[src/rtl/ser_pkg.sv]
// Shared types for the ping-pong frame serializer/deserializer pair.
package ser_pkg;

  typedef enum logic [1:0] {
    IDLE   = 2'd0,
    RUN    = 2'd1,
    SWITCH = 2'd2
  } ser_state_t;

  // Counter width for a modulus n, never narrower than one bit.
  function automatic int unsigned cnt_w(input int unsigned n);
    return (n > 1) ? $clog2(n) : 1;
  endfunction

endpackage

[src/rtl/frame_serializer_counter.sv]
// Free-running modulo-MAX_COUNT counter, advancing only while en is high.
module frame_serializer_counter
  import ser_pkg::*;
#(
  parameter  int unsigned MAX_COUNT = 512,
  localparam int unsigned CW        = cnt_w(MAX_COUNT)
) (
  input  logic          clk,
  input  logic          rst,
  input  logic          en,
  output logic [CW-1:0] count
);

  always_ff @(posedge clk or posedge rst) begin
    if (rst) begin
      count <= '0;
    end else if (en) begin
      count <= (count == CW'(MAX_COUNT - 1)) ? '0 : count + CW'(1);
    end
  end

endmodule

[src/rtl/frame_serializer.sv]
// Word-to-bit serializer driving a ping-pong buffer: continuous MSB-first stream
// with a one-cycle switch strobe between frames of FRAME_BITS bits.
module frame_serializer
  import ser_pkg::*;
#(
  parameter int unsigned FRAME_BITS = 512,
  parameter int unsigned WORD_W     = 16
) (
  input  logic              clk,
  input  logic              rst,
  input  logic              en,
  input  logic              s_valid,
  output logic              s_ready,
  input  logic [WORD_W-1:0] s_data,
  output logic              bit_out,
  output logic              switch,
  output logic              frame_done,
  output logic              underrun
);

  localparam int unsigned FCW = cnt_w(FRAME_BITS);
  localparam int unsigned WCW = cnt_w(WORD_W);

  if ((FRAME_BITS % WORD_W) != 0) begin : g_bad_cfg
    $error("frame_serializer: FRAME_BITS must be a multiple of WORD_W");
  end

  ser_state_t        state;
  logic [WORD_W-1:0] hold;
  logic              hold_vld;
  logic [WORD_W-1:0] shreg;
  logic [WCW-1:0]    wcnt;
  logic [FCW-1:0]    fcnt;

  logic accept_c;
  logic run_c;
  logic word_last_c;
  logic frame_last_c;

  assign s_ready      = ~hold_vld;
  assign accept_c     = s_valid & ~hold_vld;
  assign run_c        = (state == RUN);
  assign word_last_c  = (wcnt == WCW'(WORD_W - 1));
  assign frame_last_c = (fcnt == FCW'(FRAME_BITS - 1));

  frame_serializer_counter #(
    .MAX_COUNT (FRAME_BITS)
  ) u_fcnt (
    .clk   (clk),
    .rst   (rst),
    .en    (run_c),
    .count (fcnt)
  );

  // The word for the next frame is pulled from hold only once the frame boundary
  // is committed (SWITCH with en, or IDLE start), so a held word is never lost to IDLE.
  always_ff @(posedge clk or posedge rst) begin
    if (rst) begin
      state      <= IDLE;
      switch     <= 1'b1;
      bit_out    <= 1'b0;
      frame_done <= 1'b0;
      underrun   <= 1'b0;
      hold       <= '0;
      hold_vld   <= 1'b0;
      shreg      <= '0;
      wcnt       <= '0;
    end else begin
      frame_done <= 1'b0;
      case (state)
        IDLE: begin
          switch  <= 1'b1;
          bit_out <= 1'b0;
          if (en && hold_vld) begin
            shreg    <= hold;
            hold_vld <= 1'b0;
            state    <= RUN;
          end
        end
        RUN: begin
          switch  <= 1'b0;
          bit_out <= shreg[WORD_W-1];
          shreg   <= shreg << 1;
          wcnt    <= word_last_c ? '0 : wcnt + WCW'(1);
          if (frame_last_c) begin
            state <= SWITCH;
          end else if (word_last_c) begin
            if (hold_vld) begin
              shreg    <= hold;
              hold_vld <= 1'b0;
            end else begin
              shreg    <= '0;
              underrun <= 1'b1;
            end
          end
        end
        SWITCH: begin
          switch     <= 1'b1;
          frame_done <= 1'b1;
          if (en) begin
            state <= RUN;
            if (hold_vld) begin
              shreg    <= hold;
              hold_vld <= 1'b0;
            end else begin
              shreg    <= '0;
              underrun <= 1'b1;
            end
          end else begin
            state <= IDLE;
          end
        end
        default: begin
          state <= IDLE;
        end
      endcase
      if (accept_c) begin
        hold     <= s_data;
        hold_vld <= 1'b1;
      end
    end
  end

endmodule

[config.mk]
export PLATFORM = sky130hd
export DESIGN_NAME = frame_serializer
export DESIGN_NICKNAME = d
export VERILOG_FILES = /design/src/rtl/ser_pkg.sv /design/src/rtl/frame_serializer_counter.sv /design/src/rtl/frame_serializer.sv
export SDC_FILE = /design/constraint.sdc
export NUM_CORES = 1
export LEC_CHECK = 0
export ABC_AREA = 1
export CORE_ASPECT_RATIO = 1.25
export CORE_MARGIN = 4
export CORE_UTILIZATION = 63
export CTS_CLUSTER_DIAMETER = 50
export DETAILED_ROUTE_END_ITERATION = 10
export DONT_BUFFER_PORTS = 1
export MAX_ROUTING_LAYER = met4
export PLACE_DENSITY_LB_ADDON = 0.2
export SYNTH_ARGS = -nofsm -noshare
export SYNTH_HDL_FRONTEND = slang
export SYNTH_SLANG_ARGS = --single-unit
[constraint.sdc]
create_clock -name clk -period 2.4 [get_ports clk]
set_input_delay 0.48 -clock clk [delete_from_list [all_inputs] [get_ports clk]]
set_output_delay 0.48 -clock clk [all_outputs]
set_load 0.01 [all_outputs]
==> summary.txt <==
Outcome - finished, final reports clean
Fraction of power spent switching nets - 45.58%
Boundary pin count - 25
Least-Margin Pin Slew - 0.4511 ns
Logic depth of the worst register-to-register path - 10
Ranking of synthesized cells by area - dfrtp_1 43%, nand2_1 13%, nor2_1 7.2%
Final Skew - 0.004611 ns
Most frequent cells in the layout - 101 x nand2_1, 56 x nor2_1, 53 x inv_1
# port buffers - 0
Initial antenna violation count - 0
Height of the die - 84.32 µm
Cts hold-fix bufs - 0
Maximum number of pins on one net before global-route repair - 35
FMAX - 480.3 MHz
Number of warnings reported in the yosys synthesis log - 0
Number of H-tree branching levels - 2
Startpoint of the most critical register-to-register path - u_fcnt.count[0]
Kind of end point of the critical path - register
Share of synthesized area occupied by flip-flops and latches - 44.37%
Final Net Count - 411
Largest vdd supply drop - 0.6582 mV
GRT overflow - 0
Most heavily used metal layer in global routing - met2
Global placement routability congestion - 0.8618
Crit path required time - 2.61 ns
Initial DRC Count - 118
Sequential Area - 1303 µm²
Min Clock Period, post-route - 2.082 ns
Biggest fanout along the worst timing path - 11
Top flip-flop cell by instance count after synthesis - dfrtp_1
Multi-input combinational cell area - 1304 µm²
Final Slew Violations - 0
Global-route wire length before repair - 9.998 mm
Final cell area excluding filler cells - 3043 µm²
Internal power - 0.002303 W
DRC violations left - 0
Total net switching power - 0.001929 W
Fraction of final layout cells sized beyond drive strength 1 - 10.16%
Cells after synthesis - 384
Critical path arrival - 2.29 ns
Setup tns final - 0 ns
Number of iterations in the first detailed-routing pass - 5
Average wire length per cell after detail routing - 12.65 µm
Setup-failing EPs final - 0
RSZ-0062 raised after global routing - no
Later-pin clock latency in the skew report - 0.30 ns
Share of power burned in registers - 37.4%
Share of the clock period used by the worst path - 86.75%
Die area - 5822 µm²
Class of the most critical setup path - reg -> reg
Crit path launch type - register
Register bit total from synthesis - 52
Post-synth EDFFs - 0
Type of the tightest min-delay check - in -> async
Post-synthesis instance area - 2935 µm²
Met1 usage - 26.37%
Clock network power share - 12.0%
Vias in the first global route - 2243
Number of buffers inserted during clock tree synthesis - 5
Syn nets - 412
Area fraction of the dominant cell type after synthesis - 43.48%
Maximum root-to-sink buffer count - 2
Dominant cell type by area after synthesis - dfrtp_1
Max-cap check violation count - 0
Syn Area/Cell - 7.644 µm²
Post-detailed-placement cell area - 2950 µm²
Proportion of power drawn by combinational gates - 50.6%
Clock Sinks - 52
Effective utilization at floorplan - 65.82%
Commonest non-fill, non-tap cell in the layout - nand2_1
Met2 Resource Use GR - 35.85%
Number of buffers inserted to repair setup after CTS - 0
Clk root buf - clkbuf_8
Number of unique standard cell types used by synthesis - 31
End of the worst register-to-register path - state[0]
Detailed placer's ending HPWL - 4.006 mm
Total routing usage reported by global routing - 21.23%
Standard-cell rows - 27
Horizontal die dimension - 69.05 µm
R2R Setup Slk - 0.32 ns
Filler Cells Inserted - 404
M3 GR Usage - 4.072%
Area added between synthesis and finish - 3.666%
Routed vias - 2292
Gates resized, CTS repair - 0
Total wirelength of the detailed-routed design - 5.592 mm
Static Leak - 1.617 nW
Total power per unit cell area - 1391 nW/µm²
Ratio of routed vias to standard cells - 5.186
DRT antenna net count - 0
Ant. Diodes - 0
Async set-or-reset flop fraction in the synthesized netlist - 100.0%
Clock Pin Slew Worst Setup and Hold Paths - 0.09 ns
CTS tree - yes
Final Hold Vio Count - 0
Worst relative slew slack - 69.86%
Std-Cell Core Area - 4459 µm²
[final cells by class]
class / instances / share of cell area, %
inverters: 57 / 7.031
multi-input cells: 261 / 42.85
well taps: 58 / 2.385
clock inverters: 2 / 0.3289
clock buffers: 6 / 2.714
flip-flops and latches: 52 / 42.80
repair buffers: 6 / 1.891
[sequential cells by signal (all words and copies together), names as in the netlist, 2 cells and up]
name          flops
state             2
hold             16
wcnt              4
shreg            16
u_fcnt.count      9
[cell families after synthesis]
family	count (synthesis)	share of synthesized area [%]
buffers and inverters	71	11.21
AOI/OAI and AO/OA	56	11.64
xor gates and xnor gates	2	0.5969
muxes	1	0.3836
DFF	52	44.37
adders and majority gates	8	3.410
and+or+nand+nor	194	28.39
[power groups by stage]
stage	registers [W]	logic (W)	clock network, W
6_report	0.00158	0.00214	0.000510
5_1_grt	0.00164	0.00249	0.000559
4_1_cts	0.00158	0.00215	0.000522
3_5_place_dp	0.00160	0.00214	0
3_3_place_gp	0.00158	0.00207	0
2_1_floorplan	0.00151	0.00190	0
[synth_stat cells (2+ instances only)]
master and n:
nand3_1 21, inv_1 54, buf_2 2, o21ai_1 9
nor2_1 56, a21oi_2 8, nand4_1 4, o21ai_0 9
buf_4 8, ha_1 8, nand2_2 4, a21oi_1 21
inv_2 3, dfrtp_1 51, a21boi_1 7, nand2_1 101
buf_6 4
[stage by stage]
step | hold WS (ns) | power (W) | std cells | util (%) | worst slack, ns
finish | 0.04605 | 0.004233 | 442 | 68.24 | 0.3180
global route | 0.07046 | 0.004686 | 442 | 68.24 | 0.07364
CTS | 0.05266 | 0.004258 | 442 | 68.24 | 0.3092
detailed placement | 0.3821 | 0.003731 | 434 | 66.16 | 0.3349
global placement | 0.3783 | 0.003657 | 434 | 66.16 | 0.4311
floorplan | 0.4489 | 0.003418 | 384 | - | 0.6638
[worst max-delay path by stage]
stage | startpoint | end | slack [ns] | cells after the start
2_1_floorplan | rst | bit_out | 0.66 | 1
3_3_place_gp | u_fcnt.count[0] | state[0] | 0.43 | 10
3_5_place_dp | u_fcnt.count[0] | state[0] | 0.33 | 10
4_1_cts | u_fcnt.count[0] | state[0] | 0.31 | 10
5_1_grt | u_fcnt.count[0] | state[0] | 0.07 | 10
6_report | u_fcnt.count[0] | state[0] | 0.32 | 10
[critical path, stage by stage, from the launching register on]
cell and delay, ns:
dfrtp_1 0.40, ha_1 0.20, nand2_1 0.07, nor2_1 0.12, nand3_1 0.09, nor2_1 0.14
ha_1 0.18, inv_2 0.10, nand2_1 0.32, nand2_1 0.16, o31ai_1 0.21
[routing by layer]
| layer | part of all wire [%] | up-vias | wire length (µm) |
|---|---|---|---|
| met2 | 50 | 45 | 2776 |
| met4 | 0.97 | 0 | 54 |
| met3 | 4.1 | 6 | 227 |
| met5 | 0 | - | 0 |
| met1 | 45 | 1059 | 2533 |
| li1 | - | 1182 | - |
(Power assumes the default switching activity.)
==> patch 1 (same settings) <==
Register the output `underrun` once more, with the module's reset; this adds one clock of latency there. The other outputs are not delayed to match.
--- a/src/rtl/frame_serializer.sv
+++ b/src/rtl/frame_serializer.sv
@@ -20,6 +20,8 @@
 
   localparam int unsigned FCW = cnt_w(FRAME_BITS);
   localparam int unsigned WCW = cnt_w(WORD_W);
+
+  logic underrun_s0;
 
   if ((FRAME_BITS % WORD_W) != 0) begin : g_bad_cfg
     $error("frame_serializer: FRAME_BITS must be a multiple of WORD_W");
@@ -60,7 +62,7 @@
       switch     <= 1'b1;
       bit_out    <= 1'b0;
       frame_done <= 1'b0;
-      underrun   <= 1'b0;
+      underrun_s0 <= 1'b0;
       hold       <= '0;
       hold_vld   <= 1'b0;
       shreg      <= '0;
@@ -90,7 +92,7 @@
               hold_vld <= 1'b0;
             end else begin
               shreg    <= '0;
-              underrun <= 1'b1;
+              underrun_s0 <= 1'b1;
             end
           end
         end
@@ -104,7 +106,7 @@
               hold_vld <= 1'b0;
             end else begin
               shreg    <= '0;
-              underrun <= 1'b1;
+              underrun_s0 <= 1'b1;
             end
           end else begin
             state <= IDLE;
@@ -121,5 +123,13 @@
     end
   end
 
+  always_ff @(posedge clk or posedge rst) begin
+    if (rst) begin
+      underrun <= '0;
+    end else begin
+      underrun <= underrun_s0;
+    end
+  end
+
 endmodule
 
Function: no difference found for any inputs over 10 cycles, from zero or initial values and one cycle with rst high; that may be too few to reach the edited logic, so the function may still have changed.
==> patch 1 against the unedited design <==
Critical endpoint is now shreg[12]; total power decreased by 1.5%; setup slack got worse by 110 ps; area after synthesis decreased by 2.8%; cell count unchanged; worst hold slack improved by 35 ps; via count increased by 2.2%; design area decreased by 1.4%; sequential share of layout area increased by 1.4 points; wire length increased by 2.9%; sequential cell count increased by 1.
==> patch 1: results (changes against the unedited design) <==
stage,metric,value,unit,change
layout,non_clock_buffer_count,7,,+1
synthesis,ys_top_cells_by_area,"sky130_fd_sc_hd__dfrtp_1, sky130_fd_sc_hd__nand2_1, sky130_fd_sc_hd__nor2_1, sky130_fd_sc_hd__inv_1, sky130_fd_sc_hd__a21oi_1",,
worst_setup_path,critical_path_arrival,2390,ps,+100 ps
pwr,leakagePower,1.61,nW,-0.63%
global_route,gr-usage-all-layers,23.3,%,+2.0 points
global_route,grt_antenna_before_repair,0,,unchanged
layout,nonClkBufAreaFrac,2.17,%,+0.28 points
cts,clk_latency,320,ps,+20 ps
detailed_routing,drt_iter0_markers,144,,+22%
placement,dp_worst_setup_slack,185,ps,-150 ps
pwr,peakVddDrop,0.000682,V,+3.7%
synthesis,ys_seq_area_share,46.5,%,+2.1 points
layout,final_util,68.3,%,+0.081 points
worst_setup_path,crit-reg2reg-capture,shreg[12],,
cts,clkTransAtPathRegs,110,ps,+20 ps
timing,fmax,0.456,GHz,-5.0%
timing,final.hold.worst_slack,80.7,ps,+34.6 ps
detailed_routing,routed_wirelength,5760,um,+2.9%
synthesis,synth.ff_latch_count,53,,+1.9%
timing,slew-limit-headroom,61.4,%,-8.4 points
worst_setup_path,r2r_slack,210,ps,-110 ps
status,run_status,finished clean,,
layout,multi_input_area_share,41.4,%,-1.5 points
placement,final_hpwl_from_detailed_placement,4120,um,+2.8%
detailed_routing,via_per_inst,5.30,,+2.2%
global_route,grt_start_max_net_pins,33,,-5.7%
synthesis,synth.top_cells.by_count,"sky130_fd_sc_hd__nand2_1, sky130_fd_sc_hd__nor2_1, sky130_fd_sc_hd__dfrtp_1, sky130_fd_sc_hd__inv_1, sky130_fd_sc_hd__a21oi_1",,
synthesis,syn_area_per_cell,7.43,um^2,-2.8%
placement,gp_congestion,0.836,,-3.0%
layout,num-multi-input-gates,263,,+0.77%
layout,register_area,1330,um^2,+1.9%
placement,placed_area,2900,um^2,-1.7%
layout,area_share_clock_buf_inv,3.17,%,+0.13 points
layout,layout.filler_cells,384,,-5.0%
layout,inverters_excl_clock,53,,-7.0%
layout,layout-drive-gt1-share,7.03,%,-3.1 points
synthesis,syn-cell-area,2850,um^2,-2.8%
detailed_routing,drt_first_pass_iters,4,,-1
global_route,first_global_vias,2319,,+3.4%
worst_setup_path,timing.reg2reg.worst_path_depth,12,,+2
timing,largest_clock_skew_in_the_final_design,18.0,ps,+13.4 ps
[patch 1: routing by layer]
metal / part of all wire [%] / GRT usage, %
met1: 42 / 27.7
met4: 1.4 / 6.69
met5: 0 / -
met2: 53 / 38.9
met3: 3.7 / 4.60
[patch 1: critical path, cell delays in order, from the launching register on]
cell                      delay, ps
sky130_fd_sc_hd__dfrtp_1        420
sky130_fd_sc_hd__ha_1           240
sky130_fd_sc_hd__nand2_1         70
sky130_fd_sc_hd__nor2_1          40
sky130_fd_sc_hd__nand3_1         60
sky130_fd_sc_hd__nor2_1          60
sky130_fd_sc_hd__ha_1           170
sky130_fd_sc_hd__inv_1          290
sky130_fd_sc_hd__nand4_2        280
sky130_fd_sc_hd__nand2_2        230
sky130_fd_sc_hd__nand2_1         80
sky130_fd_sc_hd__nand2_1         70
sky130_fd_sc_hd__a21oi_1         60
[patch 1: power breakdown]
part	switching (mW)	total, mW	internal [mW]
Clock	0.316	0.529	0.213
Combinational	1.31	2.05	0.742
Sequential	0.279	1.59	1.31
[patch 1: cells by family (layout without fill, tap and decap cells)]
group / after synthesis / in the layout / share of synthesized area, %
AOI/OAI and AO/OA: 57 / 57 / 11.0
xor gates and xnor gates: 1 / 1 / 0.307
adders and majority gates: 8 / 8 / 3.51
buffers and inverters: 68 / 68 / 10.2
DFF: 53 / 53 / 46.5
muxes: 1 / 1 / 0.395
and+or+nand+nor: 196 / 196 / 28.1
[patch 1: how the worst max path moves through the flow]
stage / start / end / cells after the start
floorplan: u_fcnt.count[0] / state[0] / 11
global placement: u_fcnt.count[0] / shreg[14] / 12
detailed placement: u_fcnt.count[0] / shreg[12] / 12
CTS: u_fcnt.count[0] / shreg[12] / 12
global route: u_fcnt.count[0] / shreg[7] / 12
finish: u_fcnt.count[0] / shreg[12] / 12
==> patch 2 (config.mk and constraints unchanged) <==
Made on the original files. Set the parameter `FRAME_BITS` to 256 (it was 512).
--- a/src/rtl/frame_serializer.sv
+++ b/src/rtl/frame_serializer.sv
@@ -3,7 +3,7 @@
 module frame_serializer
   import ser_pkg::*;
 #(
-  parameter int unsigned FRAME_BITS = 512,
+  parameter int unsigned FRAME_BITS = 256,
   parameter int unsigned WORD_W     = 16
 ) (
   input  logic              clk,
Function: same outputs for any inputs over 10 cycles, from zero or initial values and one cycle with rst high; that may be too few to reach the edited logic, so the function may still have changed.
==> patch 2 against the unedited design <==
Sequential cell count fell by 1; setup slack better by 52 ps; critical endpoint is now shreg[1]; synthesized cell count rose by 3.1%; wire length is 16% higher; critical path depth decreased by 3; design area increased by 5.2%; area after synthesis is 4.9% higher.
Power is not compared: it rests on default switching activity, and its combinational part moved more than twofold at a synthesized area within 25%.
==> patch 2: results (changes against the unedited design) <==
stage,metric,value,unit,change
status,run_status,finished clean,,
pwr,p_total,2.23,mW,
layout,final_cell_count_no_fill,452,,+2.3%
worst_setup_path,critical_path_arrival,2220,ps,-70 ps
placement,final_hpwl_from_detailed_placement,4360,um,+8.7%
placement,gp_congestion,0.842,,-2.3%
layout,biggestRegsByFlops,"hold (16), shreg (16), u_fcnt.count (8)",,
detailed_routing,drt_iter0_markers,175,,+48%
synthesis,synth.top_cells.by_count,"sky130_fd_sc_hd__nand2_1, sky130_fd_sc_hd__dfrtp_1, sky130_fd_sc_hd__inv_1, sky130_fd_sc_hd__nor2_1, sky130_fd_sc_hd__o21ai_0",,
synthesis,ys_top_cells_by_area,"sky130_fd_sc_hd__dfrtp_1, sky130_fd_sc_hd__nand2_1, sky130_fd_sc_hd__inv_1, sky130_fd_sc_hd__o21ai_0, sky130_fd_sc_hd__mux2_2",,
detailed_routing,drt_first_pass_iters,4,,-1
placement,dp_worst_setup_slack,425,ps,+89.7 ps
placement,port_buffers,0,,unchanged
layout,layout-drive-gt1-share,12.0,%,+1.8 points
timing,tightest_slew,804,ps,+353 ps
timing,largest_clock_skew_in_the_final_design,10.0,ps,+5.42 ps
global_route,grt_util_met2,40.7,%,+4.9 points
placement,placed_area,3100,um^2,+5.1%
global_route,gr-usage-all-layers,23.1,%,+1.9 points
synthesis,synthCells,396,,+3.1%
cts,clk_latency,300,ps,about the same
global_route,groute.layer.met3.usage,3.52,%,-0.55 points
detailed_routing,routed_wirelength,6500,um,+16%
timing,fmax,0.493,GHz,+2.5%
global_route,grt_start_max_net_pins,52,,+49%
placement,placed_cells,444,,+2.3%
global_route,groute.layer.met1.usage,25.8,%,-0.58 points
global_route,first_global_vias,2477,,+10%
synthesis,synth_cell_types,39,,+26%
worst_setup_path,critical_path_peak_fanout,31,,+20
global_route,grt_first_pass_wirelength,10900,um,+9.5%
cts,number_of_buffers_created_by_cts,5,,unchanged
-- patch 2: changes by cell type in the layout (fill, tap and decap cells not counted), sizes merged, moves of 11 or more --
cell | unedited run | this run
inv | 57 | 43
nand4 | 5 | 18
o21ai | 18 | 29
a21oi | 30 | 7
mux2 | 1 | 14
nor2 | 58 | 32
nand2 | 106 | 133
-- patch 2: power by group --
part	leakage, nW	internal [mW]	switching, mW	total (mW)
sequential	0.610	1.07	0.180	1.25
clock	0.0515	0.263	0.267	0.530
combinational	0.971	0.207	0.237	0.445
-- patch 2: worst max-delay path: stages, from the launching register on --
cell	delay, ps
sky130_fd_sc_hd__dfrtp_1	420
sky130_fd_sc_hd__inv_1	100
sky130_fd_sc_hd__ha_1	820
sky130_fd_sc_hd__o21ai_0	200
sky130_fd_sc_hd__inv_1	90
sky130_fd_sc_hd__nand2_1	50
sky130_fd_sc_hd__o21bai_1	160
sky130_fd_sc_hd__nand2_1	70
-- patch 2: final timing paths --
| path | start | endpoint | cells past startpoint |
|---|---|---|---|
| max | state[0] | shreg[1] | 7 |
| min | rst | u_fcnt.count[6] | 2 |
| max reg2reg | state[0] | shreg[1] | 7 |
| min reg2reg | switch | switch | 2 |
| max in group asynchronous | rst | switch | 2 |
| min in group clk | s_data[4] | hold[4] | 1 |
-- patch 2: kinds of logic (layout without fill, tap and decap cells) --
family | after synthesis | after routing | share of synthesized area (%)
AND/OR/NAND/NOR | 210 | 210 | 30.8
buffers and inverters | 62 | 58 | 9.51
flip-flops | 51 | 51 | 41.5
AO/OA/AOI/OAI | 47 | 47 | 8.82
multiplexers | 14 | 14 | 5.12
adder cells (fa/ha/maj) | 7 | 7 | 2.84
XOR/XNOR | 5 | 5 | 1.42
-- patch 2: metrics by stage --
| step | hold slack [ps] | util (%) |
|---|---|---|
| floorplan | 449 | - |
| global placement | 430 | 65.6 |
| detailed placement | 432 | 65.6 |
| CTS | 103 | 67.7 |
| global route | 107 | 67.7 |
| finish | 95.4 | 67.7 |
-- patch 2: area by class of cell --
type / count / area, um^2 / share of cell area [%]
Clock buffer: 8 / 100 / 3.13
Inverter: 45 / 176 / 5.51
Multi-Input combinational cell: 283 / 1510 / 47.1
Sequential cell: 51 / 1280 / 39.9
Tap cell: 60 / 75.1 / 2.35
Timing Repair Buffer: 5 / 62.6 / 1.95
-- patch 2: routing by layer --
| metal | wire length [um] | vias up |
|---|---|---|
| li1 | - | 1247 |
| met1 | 2630 | 1215 |
| met2 | 3390 | 82 |
| met3 | 311 | 16 |
| met4 | 167 | 0 |
| met5 | 0 | - |
